**config.mk**
```make
export PLATFORM = sky130hd
export DESIGN_NAME = lsu_ctrl
export DESIGN_NICKNAME = d
export VERILOG_FILES = /design/src/rtl/simple_processor_pkg.sv /design/src/rtl/lsu_align.sv /design/src/rtl/lsu_ctrl.sv
export SDC_FILE = /design/constraint.sdc
export NUM_CORES = 1
export LEC_CHECK = 0
export BUFFER_PORTS_ARGS = -buffer_cell sky130_fd_sc_hd__buf_4
export CAP_MARGIN = 25
export CORE_MARGIN = 2
export CORE_UTILIZATION = 50
export DETAILED_ROUTE_END_ITERATION = 7
export PLACE_DENSITY = 0.83
export SETUP_SLACK_MARGIN = 0.4
export SYNTH_ARGS = -nofsm -noshare
export SYNTH_HDL_FRONTEND = slang
export SYNTH_SLANG_ARGS = --single-unit
```
**constraint.sdc**
```tcl
create_clock -name clk_i -period 2.5 [get_ports clk_i]
set_clock_uncertainty 0.1 [all_clocks]
set_input_delay 0 -clock clk_i [delete_from_list [all_inputs] [get_ports clk_i]]
set_output_delay 0 -clock clk_i [all_outputs]
set_load 0.005 [all_outputs]
```
**src/rtl/simple_processor_pkg.sv**
```systemverilog
// ---------------------------------------------------------------------------
// simple_processor_pkg
//   Shared types and constants for the simple processor slice.
//   DATA_WIDTH   : datapath width
//   func_t       : memory-stage operation (LOAD / STORE; other codes illegal)
//   mem_size_t   : access size (byte / half / word; 2'b11 illegal)
//   lsu_state_t  : load/store unit FSM states
//   lsu_access_error() : accept-time legality check (func, size, alignment)
// ---------------------------------------------------------------------------
package simple_processor_pkg;

   localparam int unsigned DATA_WIDTH = 32;

   typedef enum logic [1:0] {
      LOAD  = 2'b01,
      STORE = 2'b10
   } func_t;

   typedef enum logic [1:0] {
      MEM_B = 2'b00,
      MEM_H = 2'b01,
      MEM_W = 2'b10
   } mem_size_t;

   typedef enum logic [1:0] {
      IDLE,
      REQ,
      WAIT_RSP,
      DONE
   } lsu_state_t;

   // Flags anything the memory port must never see: unknown function,
   // reserved size code, or an address not aligned to the access size.
   function automatic logic lsu_access_error(input func_t     func,
                                             input mem_size_t size,
                                             input logic [1:0] ea_lo);
      logic err;
      err = 1'b0;
      if ((func != LOAD) && (func != STORE)) begin
         err = 1'b1;
      end
      case (size)
         MEM_B:   ;
         MEM_H:   if (ea_lo[0])       err = 1'b1;
         MEM_W:   if (ea_lo != 2'b00) err = 1'b1;
         default: err = 1'b1;
      endcase
      return err;
   endfunction

endpackage

```
**src/rtl/lsu_align.sv**
```systemverilog
// ---------------------------------------------------------------------------
// lsu_align
//   Combinational lane handling for the load/store unit.
//   size       : access size
//   offset     : ea[1:0], byte lane of the access
//   is_unsigned: 1 = zero-extend loads, 0 = sign-extend
//   store_data : raw store data (low bits significant)
//   mem_rdata  : raw word returned by memory
//   be         : byte enables for the addressed lanes
//   wdata      : store data replicated across lanes
//   load_data  : selected lane, extended to DATA_WIDTH
// ---------------------------------------------------------------------------
module lsu_align
   import simple_processor_pkg::*;
(
   input  mem_size_t                 size,
   input  logic [1:0]                offset,
   input  logic                      is_unsigned,
   input  logic [DATA_WIDTH-1:0]     store_data,
   input  logic [DATA_WIDTH-1:0]     mem_rdata,
   output logic [DATA_WIDTH/8-1:0]   be,
   output logic [DATA_WIDTH-1:0]     wdata,
   output logic [DATA_WIDTH-1:0]     load_data
);

   logic [DATA_WIDTH-1:0] lane;

   always_comb begin
      be    = '0;
      wdata = '0;
      case (size)
         MEM_B: begin
            be    = 4'b0001 << offset;
            wdata = {4{store_data[7:0]}};
         end
         MEM_H: begin
            be    = 4'b0011 << offset;
            wdata = {2{store_data[15:0]}};
         end
         default: begin
            be    = '1;
            wdata = store_data;
         end
      endcase
   end

   // Shift the addressed byte down to lane 0 before extending.
   assign lane = mem_rdata >> {offset, 3'b000};

   always_comb begin
      load_data = '0;
      case (size)
         MEM_B:   load_data = is_unsigned ? {{(DATA_WIDTH-8){1'b0}}, lane[7:0]}
                                          : {{(DATA_WIDTH-8){lane[7]}}, lane[7:0]};
         MEM_H:   load_data = is_unsigned ? {{(DATA_WIDTH-16){1'b0}}, lane[15:0]}
                                          : {{(DATA_WIDTH-16){lane[15]}}, lane[15:0]};
         default: load_data = lane;
      endcase
   end

endmodule

```
**src/rtl/lsu_ctrl.sv**
```systemverilog
// ---------------------------------------------------------------------------
// lsu_ctrl
//   Sequential load/store unit: accepts one LOAD/STORE per valid/ready
//   handshake, computes ea = rs1 + imm, runs a req/gnt/rvalid memory
//   transaction and returns extended load data with an error flag.
//   Execute side : req_valid_i / req_ready_o, func_i, size_i, unsigned_i,
//                  rs1_data_i, imm_i, rs2_data_i
//   Response     : resp_valid_o (one-cycle pulse), rd_data_o, err_o
//   Memory side  : mem_req_o / mem_gnt_i, mem_we_o, mem_addr_o, mem_be_o,
//                  mem_wdata_o, mem_rvalid_i, mem_rdata_i
//   Errors: misalignment, reserved size, illegal func (on accept, no memory
//   access) and response timeout after TIMEOUT_CYCLES WAIT_RSP cycles.
// ---------------------------------------------------------------------------
module lsu_ctrl
   import simple_processor_pkg::*;
#(
   parameter int unsigned ADDR_WIDTH     = 32,
   parameter int unsigned TIMEOUT_CYCLES = 16
) (
   input  logic                      clk_i,
   input  logic                      arst_ni,
   input  logic                      req_valid_i,
   output logic                      req_ready_o,
   input  func_t                     func_i,
   input  mem_size_t                 size_i,
   input  logic                      unsigned_i,
   input  logic [DATA_WIDTH-1:0]     rs1_data_i,
   input  logic [DATA_WIDTH-1:0]     imm_i,
   input  logic [DATA_WIDTH-1:0]     rs2_data_i,
   output logic                      resp_valid_o,
   output logic [DATA_WIDTH-1:0]     rd_data_o,
   output logic                      err_o,
   output logic                      mem_req_o,
   input  logic                      mem_gnt_i,
   output logic                      mem_we_o,
   output logic [ADDR_WIDTH-1:0]     mem_addr_o,
   output logic [DATA_WIDTH/8-1:0]   mem_be_o,
   output logic [DATA_WIDTH-1:0]     mem_wdata_o,
   input  logic                      mem_rvalid_i,
   input  logic [DATA_WIDTH-1:0]     mem_rdata_i
);

   localparam int unsigned CNT_WIDTH = $clog2(TIMEOUT_CYCLES + 1);

   lsu_state_t              state_q, state_d;
   func_t                   func_q;
   mem_size_t               size_q;
   logic                    uns_q;
   logic [ADDR_WIDTH-1:0]   ea_q;
   logic [DATA_WIDTH-1:0]   sdata_q;
   logic [DATA_WIDTH-1:0]   rd_data_q;
   logic                    err_q;
   logic [CNT_WIDTH-1:0]    cnt_q;

   logic [DATA_WIDTH-1:0]   ea_sum;
   logic [ADDR_WIDTH-1:0]   ea_d;
   logic                    accept;
   logic                    acc_err;
   logic                    timeout_hit;

   logic [DATA_WIDTH/8-1:0] be_w;
   logic [DATA_WIDTH-1:0]   wdata_w;
   logic [DATA_WIDTH-1:0]   load_w;

   assign ea_sum      = rs1_data_i + imm_i;
   assign ea_d        = ea_sum[ADDR_WIDTH-1:0];
   assign accept      = (state_q == IDLE) && req_valid_i;
   assign acc_err     = lsu_access_error(func_i, size_i, ea_d[1:0]);
   // Fires in the last allowed WAIT_RSP cycle; rvalid in that cycle still wins.
   assign timeout_hit = (cnt_q == CNT_WIDTH'(TIMEOUT_CYCLES - 1));

   // Lane logic works from the registered request so the memory port stays
   // stable while the execute stage moves on.
   lsu_align u_align (
      .size        (size_q),
      .offset      (ea_q[1:0]),
      .is_unsigned (uns_q),
      .store_data  (sdata_q),
      .mem_rdata   (mem_rdata_i),
      .be          (be_w),
      .wdata       (wdata_w),
      .load_data   (load_w)
   );

   always_ff @(posedge clk_i or negedge arst_ni) begin
      if (!arst_ni) begin
         state_q <= IDLE;
      end else begin
         state_q <= state_d;
      end
   end

   always_comb begin
      state_d      = state_q;
      req_ready_o  = 1'b0;
      resp_valid_o = 1'b0;
      mem_req_o    = 1'b0;
      mem_we_o     = 1'b0;
      mem_addr_o   = '0;
      mem_be_o     = '0;
      mem_wdata_o  = '0;
      case (state_q)
         IDLE: begin
            req_ready_o = 1'b1;
            if (req_valid_i) begin
               state_d = acc_err ? DONE : REQ;
            end
         end
         REQ: begin
            mem_req_o   = 1'b1;
            mem_we_o    = (func_q == STORE);
            mem_addr_o  = {ea_q[ADDR_WIDTH-1:2], 2'b00};
            mem_be_o    = be_w;
            mem_wdata_o = wdata_w;
            if (mem_gnt_i) begin
               state_d = (func_q == STORE) ? DONE : WAIT_RSP;
            end
         end
         WAIT_RSP: begin
            if (mem_rvalid_i || timeout_hit) begin
               state_d = DONE;
            end
         end
         DONE: begin
            resp_valid_o = 1'b1;
            state_d      = IDLE;
         end
         default: state_d = IDLE;
      endcase
   end

   // Request capture, timeout counter and held response.
   always_ff @(posedge clk_i or negedge arst_ni) begin
      if (!arst_ni) begin
         func_q    <= LOAD;
         size_q    <= MEM_B;
         uns_q     <= 1'b0;
         ea_q      <= '0;
         sdata_q   <= '0;
         rd_data_q <= '0;
         err_q     <= 1'b0;
         cnt_q     <= '0;
      end else if (accept) begin
         func_q    <= func_i;
         size_q    <= size_i;
         uns_q     <= unsigned_i;
         ea_q      <= ea_d;
         sdata_q   <= rs2_data_i;
         rd_data_q <= '0;
         err_q     <= acc_err;
         cnt_q     <= '0;
      end else if (state_q == WAIT_RSP) begin
         if (mem_rvalid_i) begin
            rd_data_q <= load_w;
         end else if (timeout_hit) begin
            err_q <= 1'b1;
         end else begin
            cnt_q <= cnt_q + 1'b1;
         end
      end
   end

   assign rd_data_o = rd_data_q;
   assign err_o     = err_q;

endmodule

```
==> impl_table.tex <==
\begin{tabular}{lr}
\hline
Metric & Value \\
\hline
\multicolumn{2}{l}{\textbf{Logic synthesis}} \\
\quad Number of different library cells in the post-synthesis netlist & 56 \\
\quad Proportion of synthesized area in mux cells & 0.0588 \\
\quad Synthesized-area fraction occupied by and/or/nand/nor cells & 0.232 \\
\quad Cells taking the most area after synthesis & sky130\_fd\_sc\_hd\_\_dfrtp\_1 (37\%), sky130\_fd\_sc\_hd\_\_nand2\_1 (12\%), sky130\_fd\_sc\_hd\_\_ha\_1 (6.8\%) \\
\quad Main combinational cell family by area after synthesis & simple AND/OR/NAND/NOR gates \\
\quad Cell type contributing the most total cell area after synthesis & sky130\_fd\_sc\_hd\_\_dfrtp\_1 \\
\quad Synthesized-area fraction occupied by adder cells & 0.0711 \\
\quad Number of warnings reported in the yosys synthesis log & 0 \\
\quad Gate count after technology mapping & 897 \\
\quad Netlist Area Pre-Place & 0.00732 mm² \\
\quad Area fraction in compound gates after synthesis & 0.188 \\
\quad XOR/XNOR Fraction of Synth Area & 0.0383 \\
\quad Ys flop type & sky130\_fd\_sc\_hd\_\_dfrtp\_1 \\
\quad Register area share after synthesis & 0.373 \\
\quad FFs w/ async S/R, synth & 1.00 \\
\quad Synthesized area per cell & 8.17 µm² \\
\quad Fraction of synthesized cell area taken by the top area cell type & 0.369 \\
\quad Total of flip-flops plus latches after synthesis & between 100 and 150 \\
\quad Number of enable-type register cells in the synthesized netlist & 0 \\
\multicolumn{2}{l}{\textbf{Floorplanning}} \\
\quad Die boundary height & 125 µm \\
\quad Total die area & roughly 0.016 mm² \\
\quad FP Rows & 44 \\
\quad Starting Density & 0.508 \\
\quad Width of the die & between 100 and 150 µm \\
\quad Core area & 0.0144 mm² \\
\quad Boundary Pins & 243 \\
\multicolumn{2}{l}{\textbf{GRT}} \\
\quad Maximum number of pins on one net before global-route repair & 49 \\
\quad Combined global-route utilization of all metal layers & 0.293 \\
\quad Remaining Overflow, GRT & 0 \\
\quad Antenna violations before repair & 1 \\
\quad Vias in the first global route & 7,400 \\
\quad First-pass GRT wire length & approximately 38 mm \\
\multicolumn{2}{l}{\textbf{Timing}} \\
\quad Fraction of the cycle the final worst path needs & 0.837 \\
\quad Total Negative Setup Slacks & 0 ns \\
\quad Final worst path period need & 2.09 ns \\
\quad Number of setup violations in the final report & 0 \\
\quad Timing-limited maximum frequency & between 0.4 and 0.5 GHz \\
\quad Fin. max-slew vios & 0 \\
\quad Setup repair after global routing missed its margin & yes \\
\quad Final Hold Viols & 0 \\
\multicolumn{2}{l}{\textbf{Pwr}} \\
\quad Combinational share of power & 0.519 \\
\quad Leakage Power & 5.19 nW \\
\quad Sw frac & 0.408 \\
\quad Worst ir drop on vdd & between 0.3 and 0.4 mV \\
\quad Clock share of power & 0.153 \\
\quad Power Internal & 0.00554 W \\
\quad Power per Cell Area & between 800 and 900 mW/mm² \\
\quad Net Switching & 0.00382 W \\
\quad Share of total power in sequential cells & 0.328 \\
\multicolumn{2}{l}{\textbf{Drt}} \\
\quad Sum of met2 wire segment lengths after detailed routing & $\sim$11 mm \\
\quad Via count & 7,596 \\
\quad Average wire per standard cell & $\sim$17 µm \\
\quad Starting DRC count in detailed routing & around 600 \\
\quad Count of nets left with antenna violations after detail routing & 0 \\
\quad Length of the first detailed-routing pass in iterations & 5 \\
\quad M1 wire length & 9.26 mm \\
\quad Remaining design rule violation count & 0 \\
\quad Number of vias per cell after detailed routing & 5.54 \\
\quad Total wirelength of the detailed-routed design & 23.3 mm \\
\quad Highest routing layer actually used & met4 \\
\quad Met3 wire len & 1.61 mm \\
\multicolumn{2}{l}{\textbf{Finish}} \\
\quad Fill cell total of the finished layout & 1,077 \\
\quad Layout-stage area growth over the synthesis result & 42.9\% \\
\quad Non-Filler Instances & $\sim$1,400 \\
\quad Util after Layout & 0.726 \\
\quad Ratio of cells with drive above 1 in the final layout & 0.283 \\
\quad Count of nets after finishing & roughly 1,400 \\
\multicolumn{2}{l}{\textbf{Job}} \\
\quad Max Cap Violations & 0 \\
\multicolumn{2}{l}{\textbf{Run status}} \\
\quad Run status & finished, final reports clean \\
\multicolumn{2}{l}{\textbf{CTS}} \\
\quad Clock root buffer master & sky130\_fd\_sc\_hd\_\_clkbuf\_16 \\
\quad Maximum root-to-sink buffer count & 2 \\
\quad Clk pin slew, worst setup/hold paths & about 0.070 ns \\
\quad Max H-tree Level & 3 \\
\quad Later-pin clock latency in the skew report & 0.34 ns \\
\quad Clock buffers created by TritonCTS & 9 \\
\quad Clock tree from TritonCTS & yes \\
\quad Sink Count & 109 \\
\multicolumn{2}{l}{\textbf{Critical path}} \\
\quad Startpoint kind of the worst setup timing path & primary input \\
\quad Type of destination of the critical path & flop \\
\quad Required time of the worst setup path & 2.62 ns \\
\quad Register-to-register setup slack & 0.51 ns \\
\quad Largest fanout on the critical path & 3 \\
\quad Category of the critical setup timing path & in2reg \\
\quad Worst EP arrival & 2.21 ns \\
\multicolumn{2}{l}{\textbf{Hold path}} \\
\quad Hold Crit Class & in2reg \\
\multicolumn{2}{l}{\textbf{Placed design}} \\
\quad Final HPWL from detailed placement & between 15 and 20 mm \\
\quad PortBufs & 240 \\
\quad Final estimated routing congestion in global placement & 0.892 \\
\quad Placed cell count & 1,295 \\
\hline
\end{tabular}
critical path, stage by stage:
cell                       delay [ns]
sky130_fd_sc_hd__buf_8           0.10
sky130_fd_sc_hd__ha_4            0.22
sky130_fd_sc_hd__a211o_1         0.28
sky130_fd_sc_hd__a2111o_1        0.44
sky130_fd_sc_hd__a31oi_4         0.22
sky130_fd_sc_hd__a211oi_2        0.10
sky130_fd_sc_hd__a211o_1         0.29
sky130_fd_sc_hd__a311oi_4        0.32
sky130_fd_sc_hd__o21a_1          0.17
sky130_fd_sc_hd__o21ai_1         0.08
power groups by stage:
stage          logic (W)  clock network, W  registers, W
6_report         0.00486           0.00143       0.00307
5_1_grt          0.00537           0.00153       0.00316
4_1_cts          0.00471           0.00146       0.00302
3_5_place_dp     0.00458                 0       0.00303
3_3_place_gp     0.00445                 0       0.00301
2_1_floorplan    0.00281                 0       0.00286
metal layers:
| metal | track usage | up-vias |
|---|---|---|
| li1 | - | 3633 |
| met1 | 0.373 | 3516 |
| met2 | 0.498 | 364 |
| met3 | 0.0415 | 83 |
| met4 | 0.131 | 0 |
| met5 | 0 | - |
cells by family after synthesis:
logic type	count (synthesis)
xor gates and xnor gates	32
adders and majority gates	41
other	1
AOI/OAI and AO/OA	218
DFF	109
buffers and inverters	73
muxes	42
and+or+nand+nor	381
flip-flops by register name, summed over array words and instances (netlist names):
register,count
cnt_q,5
rd_data_o,32
state_q,2
func_q,2
ea_q,32
uns_q,1
sdata_q,32
err_o,1
size_q,2
synthesized netlist by cell type (5+ instances only):
| library cell | number |
|---|---|
| sky130_fd_sc_hd__xnor2_1 | 14 |
| sky130_fd_sc_hd__a31oi_1 | 6 |
| sky130_fd_sc_hd__o31ai_1 | 5 |
| sky130_fd_sc_hd__inv_1 | 13 |
| sky130_fd_sc_hd__xor2_1 | 18 |
| sky130_fd_sc_hd__nand3_1 | 12 |
| sky130_fd_sc_hd__a21boi_0 | 8 |
| sky130_fd_sc_hd__o21a_1 | 7 |
| sky130_fd_sc_hd__nor3_1 | 8 |
| sky130_fd_sc_hd__or2_2 | 5 |
| sky130_fd_sc_hd__clkbuf_1 | 53 |
| sky130_fd_sc_hd__and2_1 | 51 |
| sky130_fd_sc_hd__a21o_1 | 17 |
| sky130_fd_sc_hd__a22o_1 | 17 |
| sky130_fd_sc_hd__ha_1 | 40 |
| sky130_fd_sc_hd__a211o_1 | 6 |
| sky130_fd_sc_hd__dfrtp_1 | 108 |
| sky130_fd_sc_hd__nor2_1 | 33 |
| sky130_fd_sc_hd__o211ai_1 | 5 |
| sky130_fd_sc_hd__a21oi_1 | 39 |
| sky130_fd_sc_hd__mux2_2 | 8 |
| sky130_fd_sc_hd__nor2b_1 | 14 |
| sky130_fd_sc_hd__o21ai_0 | 84 |
| sky130_fd_sc_hd__nand2_1 | 233 |
| sky130_fd_sc_hd__nand4_1 | 5 |
| sky130_fd_sc_hd__mux2i_1 | 34 |
placed cells by master (no fill, tap or decap), drive strengths merged, types with 3 or more instances in the layout:
cell / Yosys / layout
o22ai: 3 / 3
nand2b: 4 / 4
mux2: 8 / 8
and2: 51 / 51
nor2b: 14 / 14
dlygate4sd3: 0 / 53
nand2: 233 / 233
xnor2: 14 / 14
o211ai: 5 / 5
o21ai: 86 / 86
mux2i: 34 / 34
nor2: 33 / 33
inv: 13 / 13
nor3: 8 / 8
a22o: 17 / 17
dfrtp: 108 / 108
ha: 40 / 40
a31oi: 7 / 7
clkbuf: 53 / 11
buf: 7 / 279
or2: 5 / 5
and3: 4 / 4
o31ai: 5 / 5
a211oi: 4 / 4
a211o: 6 / 6
or3: 3 / 3
a21o: 17 / 17
a21boi: 8 / 8
xor2: 18 / 18
o21a: 7 / 7
a21oi: 39 / 39
clkinvlp: 0 / 3
nand4: 5 / 5
nand3: 12 / 12
repair_timing:
| action | 4_1_cts | 5_1_grt |
|---|---|---|
| resized for setup | 13 | 18 |
| endpoints found under the hold margin | 146 | 0 |
| setup buffers | 2 | 4 |
| setup endpoints to repair | 28 | 39 |
| pin swaps | 14 | 13 |
| hold buffers | 53 | 0 |
through the flow:
stage                     total power (W)  instance area, µm²  worst slack, ns  hold WS, ns
after global placement            0.00747                9440          0.00682       -0.137
after CTS                         0.00919               10300            0.328      0.00161
final                             0.00936               10500            0.409      0.00561
after floorplan                   0.00567                7360            0.286       -0.396
after global routing               0.0101               10500            0.320       0.0241
after detailed placement          0.00761                9440          -0.0404       -0.135
area by class of cell:
type | count | area [µm²] | area share
Clock inverter | 5 | 61.3 | 0.00586
Timing Repair Buffer | 332 | 2670 | 0.255
Sequential cell | 109 | 2730 | 0.261
Antenna cell | 1 | 2.50 | 0.000239
Clock buffer | 11 | 233 | 0.0222
Tap cell | 184 | 230 | 0.0220
Inverter | 13 | 48.8 | 0.00466
Multi-Input combinational cell | 716 | 4500 | 0.430
final timing paths:
path	end	start	cells after the start
worst max-delay path	ea_q[31]	imm_i[1]	10
worst min-delay path	ea_q[6]	imm_i[6]	4
worst max register to register	ea_q[24]	state_q[1]	7
worst min register to register	func_q[0]	func_q[0]	2
max in group asynchronous	err_o	arst_ni	3
min in group asynchronous	rd_data_o[12]	arst_ni	2
No activity file was read; power rests on OpenSTA's default activity.
